**config.mk**
```make
export PLATFORM = sky130hd
export DESIGN_NAME = dut_mul_share_arb_flat
export DESIGN_NICKNAME = d
export VERILOG_FILES = /design/src/rtl/dut_mul_share_arb_if.sv /design/src/rtl/dut_mul_share_arb.sv /design/src/flat_wrapper.sv
export SDC_FILE = /design/constraint.sdc
export NUM_CORES = 1
export LEC_CHECK = 0
export BUFFER_PORTS_ARGS = -buffer_cell sky130_fd_sc_hd__clkbuf_2
export CAP_MARGIN = 20
export CELL_PAD_IN_SITES_DETAIL_PLACEMENT = 1
export CELL_PAD_IN_SITES_GLOBAL_PLACEMENT = 1
export CORE_ASPECT_RATIO = 1.5
export CORE_UTILIZATION = 48
export CTS_CLUSTER_SIZE = 30
export DETAILED_ROUTE_END_ITERATION = 10
export PLACE_DENSITY_LB_ADDON = 0.12
export SETUP_SLACK_MARGIN = 0.15
export SLEW_MARGIN = 10
export SYNTH_ARGS = -nofsm -noshare
export SYNTH_HDL_FRONTEND = slang
export SYNTH_SLANG_ARGS = --single-unit
export TNS_END_PERCENT = 20
```
**constraint.sdc**
```tcl
create_clock -name ap_clk -period 10.96 [get_ports ap_clk]
set_input_delay 1.096 -clock ap_clk [delete_from_list [all_inputs] [get_ports ap_clk]]
set_output_delay 1.096 -clock ap_clk [all_outputs]
set_load 0.01 [all_outputs]
```
**src/rtl/dut_mul_share_arb_if.sv**
```systemverilog
// Request/response bundle for dut_mul_share_arb: per-requester valid/ready operand ports
// and the tagged result port.
interface dut_mul_share_arb_if #(
    parameter int unsigned NUM_REQ = 4,
    parameter int unsigned A_W     = 12,
    parameter int unsigned B_W     = 10,
    parameter int unsigned P_W     = 22,
    parameter int unsigned ID_W    = 2
);
    logic [NUM_REQ-1:0]     req_valid;
    logic [NUM_REQ*A_W-1:0] req_a;
    logic [NUM_REQ*B_W-1:0] req_b;
    logic [NUM_REQ-1:0]     req_ready;
    logic                   rsp_valid;
    logic [ID_W-1:0]        rsp_id;
    logic [P_W-1:0]         rsp_p;
    logic [NUM_REQ-1:0]     rsp_vec;
    logic                   busy;

    modport master (
        output req_valid, req_a, req_b,
        input  req_ready, rsp_valid, rsp_id, rsp_p, rsp_vec, busy
    );

    modport slave (
        input  req_valid, req_a, req_b,
        output req_ready, rsp_valid, rsp_id, rsp_p, rsp_vec, busy
    );
endinterface

```
**src/rtl/dut_mul_share_arb.sv**
```systemverilog
// One unsigned A_W x B_W multiplier shared round-robin between NUM_REQ requesters.
// Fixed MUL_LAT pipeline, results tagged with requester ID; ap_ce freezes all state.
module dut_mul_share_arb #(
    parameter int unsigned NUM_REQ = 4,
    parameter int unsigned A_W     = 12,
    parameter int unsigned B_W     = 10,
    parameter int unsigned P_W     = 22,
    parameter int unsigned MUL_LAT = 2,
    parameter int unsigned ID_W    = 2
) (
    input logic                ap_clk,
    input logic                ap_rst_n,
    input logic                ap_ce,
    dut_mul_share_arb_if.slave bus
);
    localparam int unsigned IdWExp = ($clog2(NUM_REQ) > 1) ? $clog2(NUM_REQ) : 1;

    if (P_W != A_W + B_W) begin : g_bad_p_w
        $error("P_W must equal A_W + B_W");
    end
    if (ID_W != IdWExp) begin : g_bad_id_w
        $error("ID_W must equal max(1, clog2(NUM_REQ))");
    end
    if (NUM_REQ < 2 || NUM_REQ > 8) begin : g_bad_num_req
        $error("NUM_REQ must be in 2..8");
    end
    if (MUL_LAT < 1) begin : g_bad_lat
        $error("MUL_LAT must be at least 1");
    end

    logic [ID_W-1:0]    ptr_q, ptr_d;
    logic [ID_W-1:0]    gnt_id;
    logic               gnt_any;
    logic [NUM_REQ-1:0] ready;
    logic [A_W-1:0]     a_sel;
    logic [B_W-1:0]     b_sel;
    int unsigned        idx;

    // Search from ptr upward with wrap; held off entirely while frozen or in reset.
    always_comb begin
        gnt_any = 1'b0;
        gnt_id  = '0;
        idx     = 0;
        for (int unsigned k = 0; k < NUM_REQ; k++) begin
            idx = 32'(ptr_q) + k;
            if (idx >= NUM_REQ) begin
                idx = idx - NUM_REQ;
            end
            if (!gnt_any && bus.req_valid[idx[ID_W-1:0]]) begin
                gnt_any = 1'b1;
                gnt_id  = idx[ID_W-1:0];
            end
        end
        gnt_any = gnt_any & ap_ce & ap_rst_n;
    end

    always_comb begin
        ready = '0;
        if (gnt_any) begin
            ready[gnt_id] = 1'b1;
        end
    end

    always_comb begin
        ptr_d = ptr_q;
        if (gnt_any) begin
            ptr_d = (gnt_id == ID_W'(NUM_REQ - 1)) ? '0 : gnt_id + ID_W'(1);
        end
    end

    assign a_sel = bus.req_a[gnt_id*A_W +: A_W];
    assign b_sel = bus.req_b[gnt_id*B_W +: B_W];

    logic            v0_q;
    logic [A_W-1:0]  a0_q;
    logic [B_W-1:0]  b0_q;
    logic [ID_W-1:0] id0_q;
    logic [P_W-1:0]  prod;

    // Operand/ID registers only load on a handshake so the result port keeps its last value.
    always_ff @(posedge ap_clk or negedge ap_rst_n) begin
        if (!ap_rst_n) begin
            ptr_q <= '0;
            v0_q  <= 1'b0;
            a0_q  <= '0;
            b0_q  <= '0;
            id0_q <= '0;
        end else if (ap_ce) begin
            ptr_q <= ptr_d;
            v0_q  <= gnt_any;
            if (gnt_any) begin
                a0_q  <= a_sel;
                b0_q  <= b_sel;
                id0_q <= gnt_id;
            end
        end
    end

    assign prod = P_W'(a0_q) * P_W'(b0_q);

    logic            last_v;
    logic [P_W-1:0]  last_p;
    logic [ID_W-1:0] last_id;
    logic            tail_busy;

    if (MUL_LAT == 1) begin : g_lat1
        assign last_v    = v0_q;
        assign last_p    = prod;
        assign last_id   = id0_q;
        assign tail_busy = 1'b0;
    end else begin : g_latn
        localparam int unsigned NumStages = MUL_LAT - 1;

        logic [NumStages-1:0] v_q;
        logic [P_W-1:0]       p_q  [NumStages];
        logic [ID_W-1:0]      id_q [NumStages];

        always_ff @(posedge ap_clk or negedge ap_rst_n) begin
            if (!ap_rst_n) begin
                v_q <= '0;
                for (int unsigned s = 0; s < NumStages; s++) begin
                    p_q[s]  <= '0;
                    id_q[s] <= '0;
                end
            end else if (ap_ce) begin
                v_q[0] <= v0_q;
                if (v0_q) begin
                    p_q[0]  <= prod;
                    id_q[0] <= id0_q;
                end
                for (int unsigned s = 1; s < NumStages; s++) begin
                    v_q[s] <= v_q[s-1];
                    if (v_q[s-1]) begin
                        p_q[s]  <= p_q[s-1];
                        id_q[s] <= id_q[s-1];
                    end
                end
            end
        end

        assign last_v    = v_q[NumStages-1];
        assign last_p    = p_q[NumStages-1];
        assign last_id   = id_q[NumStages-1];
        assign tail_busy = |v_q;
    end

    logic               rsp_valid;
    logic [NUM_REQ-1:0] rsp_vec;

    // Gating with ap_ce keeps a frozen result from being consumed twice.
    assign rsp_valid = last_v & ap_ce;

    always_comb begin
        rsp_vec = '0;
        if (rsp_valid) begin
            rsp_vec[last_id] = 1'b1;
        end
    end

    assign bus.req_ready = ready;
    assign bus.rsp_valid = rsp_valid;
    assign bus.rsp_id    = last_id;
    assign bus.rsp_p     = last_p;
    assign bus.rsp_vec   = rsp_vec;
    assign bus.busy      = v0_q | tail_busy;
endmodule

```
**src/flat_wrapper.sv**
```systemverilog
// flat-port wrapper written by rule: the top's interface ports become plain ports
module dut_mul_share_arb_flat 
#(
    parameter int unsigned NUM_REQ = 4,
    parameter int unsigned A_W     = 12,
    parameter int unsigned B_W     = 10,
    parameter int unsigned P_W     = 22,
    parameter int unsigned MUL_LAT = 2,
    parameter int unsigned ID_W    = 2
)
  (ap_clk, ap_rst_n, ap_ce, bus_req_valid, bus_req_a, bus_req_b, bus_req_ready, bus_rsp_valid, bus_rsp_id, bus_rsp_p, bus_rsp_vec, bus_busy);
  dut_mul_share_arb_if #(.NUM_REQ(NUM_REQ), .A_W(A_W), .B_W(B_W), .P_W(P_W), .ID_W(ID_W)) bus_i ();
  input logic ap_clk;
  input logic ap_rst_n;
  input logic ap_ce;
  input wire logic [$bits(bus_i.req_valid)-1:0] bus_req_valid;
  input wire logic [$bits(bus_i.req_a)-1:0] bus_req_a;
  input wire logic [$bits(bus_i.req_b)-1:0] bus_req_b;
  output wire logic [$bits(bus_i.req_ready)-1:0] bus_req_ready;
  output wire logic [$bits(bus_i.rsp_valid)-1:0] bus_rsp_valid;
  output wire logic [$bits(bus_i.rsp_id)-1:0] bus_rsp_id;
  output wire logic [$bits(bus_i.rsp_p)-1:0] bus_rsp_p;
  output wire logic [$bits(bus_i.rsp_vec)-1:0] bus_rsp_vec;
  output wire logic [$bits(bus_i.busy)-1:0] bus_busy;
  assign bus_i.req_valid = bus_req_valid;
  assign bus_i.req_a = bus_req_a;
  assign bus_i.req_b = bus_req_b;
  assign bus_req_ready = bus_i.req_ready;
  assign bus_rsp_valid = bus_i.rsp_valid;
  assign bus_rsp_id = bus_i.rsp_id;
  assign bus_rsp_p = bus_i.rsp_p;
  assign bus_rsp_vec = bus_i.rsp_vec;
  assign bus_busy = bus_i.busy;
  dut_mul_share_arb #(.NUM_REQ(NUM_REQ), .A_W(A_W), .B_W(B_W), .P_W(P_W), .MUL_LAT(MUL_LAT), .ID_W(ID_W)) u_core (.ap_clk(ap_clk), .ap_rst_n(ap_rst_n), .ap_ce(ap_ce), .bus(bus_i));
endmodule
```
==> results of run 1 <==
## sequential cells by signal (all words and copies together), names as in the netlist
name,count
u_core.b0_q,10
u_core.bus.rsp_id,2
u_core.ptr_q,2
u_core.bus.rsp_p,22
u_core.id0_q,2
u_core.g_latn.v_q,1
u_core.v0_q,1
u_core.a0_q,12
## cells by family after synthesis
| logic type | count (synthesis) | share of synthesized area (%) |
|---|---|---|
| flip-flops | 52 | 19.1 |
| XOR/XNOR | 13 | 1.67 |
| AO/OA/AOI/OAI | 80 | 7.35 |
| multiplexers | 51 | 13.1 |
| buffers and inverters | 134 | 8.00 |
| AND/OR/NAND/NOR | 224 | 16.7 |
| adder cells (fa/ha/maj) | 139 | 34.1 |
## per-layer routing
| layer | GRT usage, % | part of all wire [%] | vias up |
|---|---|---|---|
| li1 | - | - | 2465 |
| met1 | 28.6 | 38 | 2744 |
| met2 | 50.3 | 58 | 100 |
| met3 | 2.22 | 1.9 | 31 |
| met4 | 8.68 | 2.8 | 0 |
| met5 | 0 | 0 | - |
## metrics by stage
step	cells	hold WS (ns)	setup WS (ns)
after floorplan	693	0.439	5.69
after global placement	948	0.455	5.58
after detailed placement	948	0.460	5.36
after CTS	956	0.476	5.36
after global routing	956	0.519	5.01
final	956	0.472	5.33
## path summary, 6_finish.rpt
kind	startpoint	end	slack [ns]
worst max-delay path	u_core.b0_q[3]	u_core.bus.rsp_p[16]	5.33
worst min-delay path	u_core.bus.rsp_p[0]	u_core.bus.rsp_p[0]	0.47
worst max register to register	u_core.b0_q[3]	u_core.bus.rsp_p[16]	5.33
worst min register to register	u_core.bus.rsp_p[0]	u_core.bus.rsp_p[0]	0.47
max in group asynchronous	ap_rst_n	u_core.a0_q[8]	9.54
min in group asynchronous	ap_rst_n	u_core.bus.rsp_p[4]	0.91
## cell type report
| type | count | area, um2 | share of cell area, % |
|---|---|---|---|
| inverters | 93 | 354 | 4.62 |
| repair buffers | 131 | 663 | 8.65 |
| multi-input cells | 507 | 4980 | 64.9 |
| clock buffers | 6 | 129 | 1.68 |
| clock inverters | 2 | 35.0 | 0.457 |
| well taps | 165 | 206 | 2.69 |
| flip-flops and latches | 52 | 1300 | 17.0 |
## layout by cell type, fill, tap and decap left out, drive strengths merged, types with 5 or more instances in the layout
cell    netlist  routed
clkbuf       32     134
nand2        93      93
inv          93      93
and2         78      78
fa           78      78
ha           61      61
dfrtp        52      52
o21ai        27      27
mux2         23      23
mux4         22      22
a21oi        19      19
nor2         15      15
xnor2         9       9
nand3         7       7
mux2i         6       6
nor3b         5       5
nor3          5       5
## critical path: cells and delay by family (launching register included)
family / cells / cell delay, ns
fa+ha+maj: 6 / 2.82
compound gates: 5 / 1.35
flops: 1 / 0.64
mux: 1 / 0.37
buf+inv: 3 / 0.18
simple gates: 1 / 0.16
==> impl_metrics.json, run 1 <==
{
  "status": "finished, final reports clean",
  "synth-seq-cells": 52,
  "crit_path_end_kind": "flop",
  "die-area_mm2": 0.0147,
  "yosysSeqAreaShare_pct": 19.1,
  "period_minus_slack_ns": 5.63,
  "clkSinkCount": 52,
  "cp.arrival_ns": 5.82,
  "wl_per_cell_um": 19.1,
  "placed_area_mm2": 0.00750,
  "nFillCells": 1653,
  "hold_class": "flop to flop",
  "max_stage_delay_ns": 0.64,
  "clock_path_buffers": 2,
  "max-cap-violations": 0,
  "core_area_mm2": 0.0139,
  "async_reset_ff_share_pct": 100,
  "fin_crit_sh_pct": 51.4,
  "io_buffers": 128,
  "syn_area_mm2": 0.00682,
  "design_area_mm2": 0.00766,
  "clockRootBuffer": "clkbuf_16",
  "hold_violations": 0,
  "rows": 53,
  "cp_data_required_time_ns": 11.15,
  "diodes": 0,
  "synth_top_cell_by_area": "fa_1",
  "rsz0062_at_grt": "false",
  "drv_slew": 0,
  "fmax_mhz": 178,
  "nNetsFinal": 1024,
  "timing.setup.critical_path_class": "flop to flop",
  "area_growth_pct": 12.3,
  "synth_common_cells": "93 x nand2_1, 91 x inv_1, 78 x and2_1, 78 x fa_1, 61 x ha_1",
  "grt_pass1_vias": 5899,
  "synth-edff-count": 0,
  "clk_pin_slew_ns": 0.07,
  "htree_levels": 2,
  "cts_setup_buffers": 0,
  "routed_wl_mm": 18.3,
  "cp_max_fo": 13,
  "setup_viol": 0,
  "io_pins": 129,
  "hold_buffers": 0,
  "ant_nets": 0,
  "clk_latency_ns": 0.30,
  "antenna_found_initial": 0,
  "routabilityCongestion": 0.871,
  "slew_headroom_pct": 52.6,
  "ys.flop_type": "dfrtp_1",
  "finClkSkew_ns": 0.00749,
  "cts_resized": 0,
  "yosysTopAreaCellShare_pct": 22.9,
  "cts_tree": "yes",
  "drc_errors": 0,
  "netlist_top_cells_area": "fa_1 23%, dfrtp_1 19%, ha_1 11%",
  "vias": 5340,
  "grt_pass1_wl_mm": 29.0,
  "synth.distinct_cells": 54,
  "synthCells": 693,
  "grt_max_degree": 55,
  "vias_per_cell": 5.59,
  "yosysMostFrequentCell": "nand2_1",
  "tns_ns": 0,
  "start_kind": "flop",
  "grt-ovfl-total": 0,
  "min_path_cells": 2,
  "cts_buffers": 5,
  "path_cells": "nand2_1, fa_1, inv_1, fa_1, ha_1, fa_1, inv_1, fa_1, inv_1, ha_1, o211ai_1, o21ai_0, o2111ai_1, a211oi_1, mux2_2, a221o_1",
  "cpMostUsedCell": "fa_1",
  "drtPass1Iterations": 5,
  "avgSynthCellArea_um2": 9.85,
  "hpwl_mm": 14.9,
  "drt_iter0_drc": 185,
  "slowest_stage": "dfrtp_1",
  "rr_worst_depth": 16,
  "final_core_util_pct": 55.0,
  "fp.dieH_um": 148,
  "drive_above_1_share_pct": 23.3,
  "grt_usage_pct": 25.7,
  "die_w_um": 99.3,
  "start_util_pct": 49.0,
  "tightest_slew_ns": 0.711,
  "yosys_warnings": 0,
  "synth_fp_nets": 927
}
Power of run 1 is left out: the tool's default activity adds up to more than one toggle a clock period on the data nets, which glitch-free logic cannot reach.
==> inputs of run 2 (changes only) <==
Settings changed: ABC_AREA set to 1, CORE_UTILIZATION 48 to 38.
Clock period 10.96 ns to 4.6 ns, I/O delays scaled along.
==> run 2 against run 1 <==
Compared with the run above:
- the run now ends with setup timing left
- routed wire length increased by 32%
- global-route usage down 0.14 points
- via count rose by 35%
- largest cell class unchanged
- clock skew rose by 0.0021 ns
- sequential cell count unchanged
- hold slack worse by 0.12 ns
- sequential share of layout area fell by 3.2 points
- non-clock buffer count increased by 99
- clock-buffer cell count fell by 1
- core utilization is 5.0 points lower
- first-iteration DRC count rose by 15%
- cell count rose by 58%
==> impl_metrics.json, run 2 <==
{
  "worstReg2RegStart": "u_core.a0_q[7]",
  "slew_headroom_pct": 44.0,
  "drv_slew": 0,
  "routed_wl_mm": 24.1,
  "async_reset_ff_share_pct": 100,
  "fin_crit_sh_pct": 103,
  "area_growth_pct": 28.8,
  "grt-busiest-layer": "met2",
  "grtUsageMet3_pct": 2.27,
  "yosysTopAreaCellShare_pct": 21.0,
  "cts_buffers": 5,
  "ant_nets": 0,
  "drive_above_1_share_pct": 28.7,
  "placed_area_mm2": 0.00885,
  "slowest_stage": "fa_1",
  "io_pins": 129,
  "drt_iter0_drc": 213,
  "finClkSkew_ns": 0.00957,
  "cts_tree": "yes",
  "reg2reg_to": "u_core.bus.rsp_p[19]",
  "grt_pass1_wl_mm": 39.6,
  "design_area_mm2": 0.00958,
  "grt_usage_pct": 25.6,
  "path_cells": "nand2_2, fa_1, inv_1, fa_1, inv_1, fa_1, inv_2, fa_1, inv_2, fa_1, inv_2, ha_4, nand2_4, o21ai_2, a21oi_2, o21ai_2, nand2_1, nand2_1, nand2_1, nand3_1, nand2_1",
  "routabilityCongestion": 0.898,
  "cpMostUsedCell": "fa_1",
  "start_kind": "flop",
  "setup_viol": 11,
  "clockRootBuffer": "clkbuf_16",
  "crit_path_end": "u_core.bus.rsp_p[19]",
  "hpwl_mm": 19.7,
  "hold_buffers": 0,
  "ys.flop_type": "dfrtp_1",
  "synth-seq-cells": 52,
  "rsz0062_at_grt": "true",
  "hold_class": "primary input to async pin",
  "start_util_pct": 38.8,
  "cp.arrival_ns": 4.93,
  "die_w_um": 116,
  "wl_per_cell_um": 15.9,
  "timing.setup.critical_path_class": "flop to flop",
  "grt-ovfl-total": 0,
  "synth-edff-count": 0,
  "synth_fp_nets": 1297,
  "synth.distinct_cells": 37,
  "yosys_warnings": 0,
  "timing.hold.ws_ns": 0.352,
  "htree_levels": 2,
  "yosysMostFrequentCell": "nand2_1",
  "synth_common_cells": "413 x nand2_1, 215 x inv_1, 78 x fa_1",
  "fin_ws_ns": -0.125,
  "avgSynthCellArea_um2": 7.00,
  "netlist_top_cells_area": "fa_1 21%, nand2_1 21%, dfrtp_1 17%",
  "final_cell_mix": "400 x nand2_1, 207 x inv_1, 128 x clkbuf_2, 95 x buf_4, 74 x fa_1",
  "cp_data_required_time_ns": 4.81,
  "r2r_slack_ns": -0.12,
  "drc_errors": 0,
  "nNetsFinal": 1488,
  "tightest_slew_ns": 0.839,
  "synth_top_cell_by_area": "fa_1",
  "clock_path_buffers": 2,
  "crit_path_end_kind": "flop",
  "diodes": 0,
  "core_area_mm2": 0.0192,
  "status": "finished with violations",
  "synthCells": 1063,
  "final_core_util_pct": 50.0,
  "final_common_cell": "nand2_1",
  "antenna_found_initial": 0,
  "die-area_mm2": 0.0201,
  "vias": 7192,
  "clkSinkCount": 52,
  "rr_worst_depth": 21,
  "syn_area_mm2": 0.00744,
  "rows": 62,
  "violations": "setup timing",
  "yosysSeqAreaShare_pct": 17.5,
  "met1_usage_pct": 29.0,
  "clk_pin_slew_ns": 0.08,
  "hold_violations": 0,
  "grt_pass1_vias": 8040,
  "io_buffers": 128,
  "grtUsageMet2_pct": 48.4,
  "grt_max_degree": 53,
  "cp-startpoint": "u_core.a0_q[7]",
  "largest_register_ffs": 22,
  "drtPass1Iterations": 4,
  "max_stage_delay_ns": 0.56,
  "period_minus_slack_ns": 4.72,
  "clk_latency_ns": 0.32,
  "cp_max_fo": 7,
  "fmax_mhz": 212,
  "vias_per_cell": 4.76,
  "fp.dieH_um": 173,
  "max-cap-violations": 0
}
-- run 2: changes by cell type after synthesis, sizes merged, moves of 5 or more --
cell / delta
and2: -77
buf: +8
inv: +127
mux2: -23
mux2i: -6
mux4: -22
nand2: +324
nand3: +64
nand4: +10
nor2: +7
nor3b: -5
-- run 2: cells by family after synthesis --
kind of cell,after synthesis,synth area share (%)
xor+xnor,9,1.06
buf+inv,266,14.6
fa+ha+maj,139,31.3
compound gates,58,4.26
simple gates,539,31.4
flops,52,17.5
-- run 2: worst min path at each step --
| stage | startpoint | to |
|---|---|---|
| after floorplan | ap_rst_n | u_core.a0_q[0] |
| after global placement | u_core.bus.rsp_p[6] | u_core.bus.rsp_p[6] |
| after detailed placement | u_core.bus.rsp_p[11] | u_core.bus.rsp_p[11] |
| after CTS | ap_rst_n | u_core.v0_q |
| after global routing | ap_rst_n | u_core.g_latn.v_q |
| final | ap_rst_n | u_core.ptr_q[0] |
-- run 2: timing repair --
action,CTS,global route
setup buffers,21,3
setup endpoints to repair,15,15
pin swaps,41,27
resized for setup,62,29
hold endpoints to repair,0,0
-- run 2: metrics by stage --
step | setup WS, ns | TNS (ns) | cells
global placement | -0.441 | -3.68 | 1479
finish | -0.125 | -0.651 | 1511
CTS | -0.0960 | -0.672 | 1508
floorplan | 0.125 | 0 | 1063
global route | -0.307 | -2.80 | 1511
detailed placement | -0.464 | -4.45 | 1479
-- run 2: metal layers --
metal	wire length, um	share of wire [%]
met1	9330	39
met2	13400	56
met3	542	2.3
met4	807	3.4
met5	0	0
-- run 2: area by class of cell --
cell class,count,area [um2]
Tap cell,256,320
Fill cell,2524,9580
Clock buffer,5,125
Multi-Input combinational cell,745,5470
Sequential cell,52,1320
Clock inverter,3,68.8
Inverter,220,833
Timing Repair Buffer,230,1440
-- run 2: worst max-delay path, delay by kind of cell (launching register included) --
family	cells	cell delay (ns)
buffers and inverters	5	0.25
adder cells (fa/ha/maj)	6	2.90
flip-flops	1	0.48
AO/OA/AOI/OAI	3	0.48
AND/OR/NAND/NOR	7	0.50
Power of run 2 is left out for the same reason.
